==> config.mk <==
export PLATFORM = sky130hd
export DESIGN_NAME = mem_arbiter
export DESIGN_NICKNAME = d
export VERILOG_FILES = /design/src/rtl/mem_arbiter.sv
export SDC_FILE = /design/constraint.sdc
export NUM_CORES = 1
export LEC_CHECK = 0
export CAP_MARGIN = 20
export CORE_AREA = 2 2 202 204
export CTS_CLUSTER_DIAMETER = 30
export DETAILED_ROUTE_END_ITERATION = 6
export DIE_AREA = 0 0 204 206
export DONT_BUFFER_PORTS = 1
export GPL_TIMING_DRIVEN = 0
export PLACE_DENSITY = 0.49
export SLEW_MARGIN = 20
export SYNTH_ARGS = -nofsm -noshare
export SYNTH_HDL_FRONTEND = slang
export SYNTH_SLANG_ARGS = --single-unit
==> constraint.sdc <==
create_clock -name clk_i -period 5.7 [get_ports clk_i]
set_clock_uncertainty 0.1 [all_clocks]
set_input_delay 1.14 -clock clk_i [delete_from_list [all_inputs] [get_ports clk_i]]
set_output_delay 1.14 -clock clk_i [all_outputs]
set_load 0.03 [all_outputs]
==> src/rtl/mem_arbiter.sv <==
// Two-port (fetch/data) arbiter and sequencer for the single-ported Y86 ram.
// Build option: define MEM_ARB_RR_EN for round-robin instead of fixed data priority.

`ifndef ADDR_BUS
`define ADDR_BUS 63:0
`endif
`ifndef DATA_BUS
`define DATA_BUS 63:0
`endif
`ifndef MEM_SIZE
`define MEM_SIZE 1023
`endif

module mem_arbiter #(
  parameter int unsigned STARVE_LIMIT = 4
) (
  input  logic             clk_i,
  input  logic             rst_i,
  input  logic             if_req_i,
  input  logic [`ADDR_BUS] if_addr_i,
  output logic             if_gnt_o,
  output logic             if_rvalid_o,
  output logic [`DATA_BUS] if_rdata_o,
  output logic             if_err_o,
  input  logic             d_req_i,
  input  logic             d_we_i,
  input  logic [`ADDR_BUS] d_addr_i,
  input  logic [`DATA_BUS] d_wdata_i,
  output logic             d_gnt_o,
  output logic             d_rvalid_o,
  output logic [`DATA_BUS] d_rdata_o,
  output logic             d_err_o,
  output logic             ram_r_en_o,
  output logic             ram_w_en_o,
  output logic [`ADDR_BUS] ram_addr_o,
  output logic [`DATA_BUS] ram_wdata_o,
  input  logic [`DATA_BUS] ram_rdata_i,
  input  logic             ram_err_i
);

  typedef enum logic [1:0] {IDLE, ACCESS, RESP} state_t;

  localparam logic PORT_IF = 1'b0;
  localparam logic PORT_D  = 1'b1;

  state_t             state;
  logic               owner_q;
  logic               we_q;
  logic [`ADDR_BUS]   addr_q;
  logic [`DATA_BUS]   wdata_q;
  logic               arb_en;
  logic               grant_d;
  logic               grant_if;
  logic               in_access;
  logic [`DATA_BUS]   rdata_c;

  // Arbitration only in IDLE/RESP and never while reset is held.
  assign arb_en = !rst_i && ((state == IDLE) || (state == RESP));

`ifdef MEM_ARB_RR_EN
  logic last_owner;

  // Round-robin: a tie goes to the port that did not win last time.
  always_comb begin
    grant_d  = 1'b0;
    grant_if = 1'b0;
    if (arb_en) begin
      if (d_req_i && if_req_i) begin
        grant_d  = (last_owner == PORT_IF);
        grant_if = (last_owner == PORT_D);
      end else begin
        grant_d  = d_req_i;
        grant_if = if_req_i;
      end
    end
  end

  always_ff @(posedge clk_i) begin
    if (rst_i)         last_owner <= PORT_IF;
    else if (grant_d)  last_owner <= PORT_D;
    else if (grant_if) last_owner <= PORT_IF;
  end
`else
  localparam int unsigned CNT_W = 4;

  logic [CNT_W-1:0] starve_cnt;
  logic             starved;

  // Data wins unless fetch has waited through STARVE_LIMIT data grants.
  assign starved = if_req_i && (starve_cnt == CNT_W'(STARVE_LIMIT));

  always_comb begin
    grant_d  = arb_en && d_req_i && !starved;
    grant_if = arb_en && if_req_i && !grant_d;
  end

  always_ff @(posedge clk_i) begin
    if (rst_i || !if_req_i || grant_if) starve_cnt <= '0;
    else if (grant_d)                   starve_cnt <= starve_cnt + CNT_W'(1);
  end
`endif

  assign if_gnt_o = grant_if;
  assign d_gnt_o  = grant_d;

  // RAM is driven only during ACCESS; a write is also killed by an address error or reset.
  assign in_access   = (state == ACCESS) && !rst_i;
  assign ram_r_en_o  = in_access && !we_q;
  assign ram_w_en_o  = in_access && we_q && !ram_err_i;
  assign ram_addr_o  = in_access ? addr_q  : '0;
  assign ram_wdata_o = in_access ? wdata_q : '0;
  assign rdata_c     = (we_q || ram_err_i) ? '0 : ram_rdata_i;

  always_ff @(posedge clk_i) begin
    if (rst_i) begin
      state       <= IDLE;
      owner_q     <= PORT_IF;
      we_q        <= 1'b0;
      addr_q      <= '0;
      wdata_q     <= '0;
      if_rvalid_o <= 1'b0;
      if_rdata_o  <= '0;
      if_err_o    <= 1'b0;
      d_rvalid_o  <= 1'b0;
      d_rdata_o   <= '0;
      d_err_o     <= 1'b0;
    end else begin
      if_rvalid_o <= 1'b0;
      if_rdata_o  <= '0;
      if_err_o    <= 1'b0;
      d_rvalid_o  <= 1'b0;
      d_rdata_o   <= '0;
      d_err_o     <= 1'b0;
      case (state)
        IDLE, RESP: begin
          if (grant_d || grant_if) begin
            state   <= ACCESS;
            owner_q <= grant_d ? PORT_D : PORT_IF;
            we_q    <= grant_d && d_we_i;
            addr_q  <= grant_d ? d_addr_i : if_addr_i;
            wdata_q <= grant_d ? d_wdata_i : '0;
          end else begin
            state <= IDLE;
          end
        end
        ACCESS: begin
          state <= RESP;
          if (owner_q == PORT_D) begin
            d_rvalid_o <= 1'b1;
            d_rdata_o  <= rdata_c;
            d_err_o    <= ram_err_i;
          end else begin
            if_rvalid_o <= 1'b1;
            if_rdata_o  <= rdata_c;
            if_err_o    <= ram_err_i;
          end
        end
        default: state <= IDLE;
      endcase
    end
  end

endmodule

==> results of run 1 <==
## power by group through the flow
stage          clock network, W  registers, W  logic (W)
6_report                0.00359       0.00204   0.000376
5_1_grt                 0.00374       0.00205   0.000413
4_1_cts                 0.00364       0.00204   0.000378
3_5_place_dp                  0       0.00208   0.000377
3_3_place_gp                  0       0.00208   0.000373
2_1_floorplan                 0       0.00206   0.000273
## synthesized netlist by cell type, drive strengths merged
| library cell | instances | area share |
|---|---|---|
| a32oi | 1 | 0.00088 |
| a31oi | 2 | 0.0013 |
| nor2 | 6 | 0.0025 |
| and3 | 129 | 0.081 |
| and4b | 1 | 0.0010 |
| inv | 3 | 0.0011 |
| nand2b | 2 | 0.0013 |
| o21ba | 1 | 0.0010 |
| nand3b | 1 | 0.00076 |
| nand4b | 2 | 0.0018 |
| clkbuf | 68 | 0.026 |
| or3b | 2 | 0.0020 |
| buf | 46 | 0.027 |
| or4 | 1 | 0.00076 |
| nand2 | 133 | 0.050 |
| ha | 2 | 0.0025 |
| nand3 | 30 | 0.015 |
| and2 | 130 | 0.082 |
| o21ai | 1 | 0.00050 |
| nor3 | 65 | 0.033 |
| a21oi | 29 | 0.015 |
| a22o | 38 | 0.034 |
| a311oi | 64 | 0.056 |
| dfxtp | 268 | 0.54 |
| o211ai | 27 | 0.020 |
| nor2b | 1 | 0.00063 |
| nor3b | 2 | 0.0015 |
## worst max-delay path: stages
cell,delay (ps)
buf_2,160
or3b_4,460
inv_2,180
buf_4,280
clkbuf_1,470
and2_1,450
## cell families (layout without fill, tap and decap cells)
group                      after synthesis  after routing  synth area share
adders and majority gates                2              2          0.002521
buffers and inverters                  117            224           0.05409
AOI/OAI and AO/OA                      163            163            0.1287
other                                    0              3                 0
DFF                                    268            268            0.5407
and+or+nand+nor                        505            505            0.2740
## routing by layer
layer | routed length, um | up-vias
li1 | - | 3847
met1 | 14460 | 4064
met2 | 18890 | 488
met3 | 4444 | 80
met4 | 1262 | 4
met5 | 30 | -
## placed cells by master, fill, tap and decap left out, types with 6 or more instances in the layout
master	netlist	final
a21oi_1	29	29
nand2_1	133	133
buf_2	29	29
a22o_1	38	38
nor3_1	65	65
nand3_1	30	30
and2_1	129	129
buf_1	8	8
buf_6	6	6
and3_1	129	129
clkinv_2	0	6
o211ai_1	27	27
clkbuf_1	64	71
clkbuf_16	0	59
bufinv_16	0	11
dfxtp_1	268	268
a311oi_1	64	64
clkinv_4	0	6
## registers in the layout (all words and copies together) (netlist names), 2 cells and up
register	cells
d_rdata_o	64
if_rdata_o	64
wdata_q	64
starve_cnt	4
state	2
addr_q	64
## layout make-up
type,count,area (um2),area share
antenna,3,7.507,0.0005907
buffer,114,525.5,0.04135
clock buffer,71,1572,0.1236
clock inverter,36,536.8,0.04223
inverter,3,11.26,0.0008860
multi-input combinational,670,4026,0.3168
sequential,268,5365,0.4221
tap,532,665.6,0.05237
## metrics by stage
| stage | utilization | setup WS [ps] | cells | hold slack [ps] | instance area (um2) |
|---|---|---|---|---|---|
| final | 0.3163 | 1306 | 1697 | 361.6 | 12710 |
| after global routing | 0.3162 | 1212 | 1695 | 381.5 | 12700 |
| after CTS | 0.3161 | 1287 | 1694 | 364.8 | 12700 |
| after detailed placement | 0.2636 | 1287 | 1587 | 349.7 | 10590 |
| after global placement | 0.2635 | 1278 | 1587 | 348.6 | 10590 |
| after floorplan | - | 1995 | 1055 | 334.0 | 9923 |
## worst max-delay path by stage
stage / slack (ps) / cells after the start / to
final: 1310 / 6 / ram_wdata_o[14]
after floorplan: 1990 / 6 / if_gnt_o
after global routing: 1210 / 6 / ram_wdata_o[15]
after global placement: 1280 / 5 / ram_wdata_o[63]
after CTS: 1290 / 6 / ram_wdata_o[14]
after detailed placement: 1290 / 6 / ram_wdata_o[14]
==> metrics, run 1 <==
Global Route Usage Sum 0.1738; sequential area share after synthesis 0.5407; met2 Resource Use GR 0.2960; hold path cells 1; DRC 0; wire per inst 23.03 um; CP arrival 3150 ps; Yosys reg bits 268; # setup viols final 0; crit share post-route 0.7709; Fin Setup TNS 0 ps; Total Wirelength 39.09 mm; GRT Max-Usage Layer met2; Initial Utilization 0.2469; largest net degree at the start of global routing 16; # H-tree levels 2; Worst slew margin 0.4421; Logic pwr share 0.063; num ports 526; Hold Crit Endpoint wdata_q[22]; vias in the first global route 8564; Syn Nets 1319; clk_lat worst skew 570 ps; CTS buffer count 58; Cell Area, Synth 0.009923 mm2; synth warn 0; Final min period 4394 ps; Max VDD drop 261.9 uV; DRT Pass-1 Iters 5; Vias 8483; clk sinks 268; syn avg cell area 9.406 um2; first-pass GRT wire length 55.27 mm; sequential share of power 0.340; Critical path origin rst_i; status complete, no violations; Core ar. 0.04018 mm2; HP Class register to register; RSZ-0062 raised after global routing no; P&R area growth vs syn 28.08%; sw frac 0.2436; CP max FO 10; post-CTS sizing 0; fillcell total 4229; Slew Limit Fails 0; M1 GR Usage 0.1901; DR iter-0 viols 559; Die Width 204 um; dpl hpwl 29.08 mm; Tightest Pin Transition 836.8 ps; FF-to-FF setup slack 3290 ps; post-synthesis instance total 1055; grt met3 use 0.07521; worst r2r src starve_cnt[0]; via/cell ratio 4.999; min-delay src wdata_q[22]; Final Hold Fails 0; Total Power 0.006007 W; Setup crit end kind primary output; CTS Buffer Depth 3; FF-to-FF End wdata_q[56]; Port Buf Inserts 0; Int Power 0.004543 W; clock root buffer clkbuf_16; FF-to-FF path depth 6; clk slew on worst S/H paths 40 ps; initial antenna violation count 3; nets 1379; die footprint 0.04202 mm2; Die Ht 206 um; PD cells 472.6 mW/mm2; setup bufs post-CTS 0; share of layout cells above drive strength 1 0.1274; Clock power frac 0.597; Rows 74; ANT nets after route 0; Req. time, crit path 4460 ps; critical path type primary input to primary output; routability cong. 0.8429; GRT overflow 0; LEAKAGE 5.236 nW; Worst Setup Start Kind primary input; MaxCap Viol Count 0; Synth cell types 35; hold_buf cts 0; Sw Pwr 0.001463 W; max frequency 0.2276 GHz; CTS tree yes
(Power assumes the default switching activity.)
==> inputs of run 2 (changes only) <==
==> constraint.sdc (replaced) <==
create_clock -name clk_i -period 4.6 [get_ports clk_i]
set_clock_uncertainty 0.1 [all_clocks]
set_input_delay 0.92 -clock clk_i [delete_from_list [all_inputs] [get_ports clk_i]]
set_output_delay 0.92 -clock clk_i [all_outputs]
set_load 0.03 [all_outputs]
==> results of run 2 <==
The final DEF is identical to that of run 1. Status: complete, no violations.
Among the figures that moved: setup slack after placement 1287 ps -> 626.9 ps; setup slack after layout 1306 ps -> 645.9 ps; register-to-register setup slack 3290 ps -> 2190 ps; total power 0.006007 W -> 0.007443 W; worst IR drop on VDD 261.9 uV -> 324.6 uV
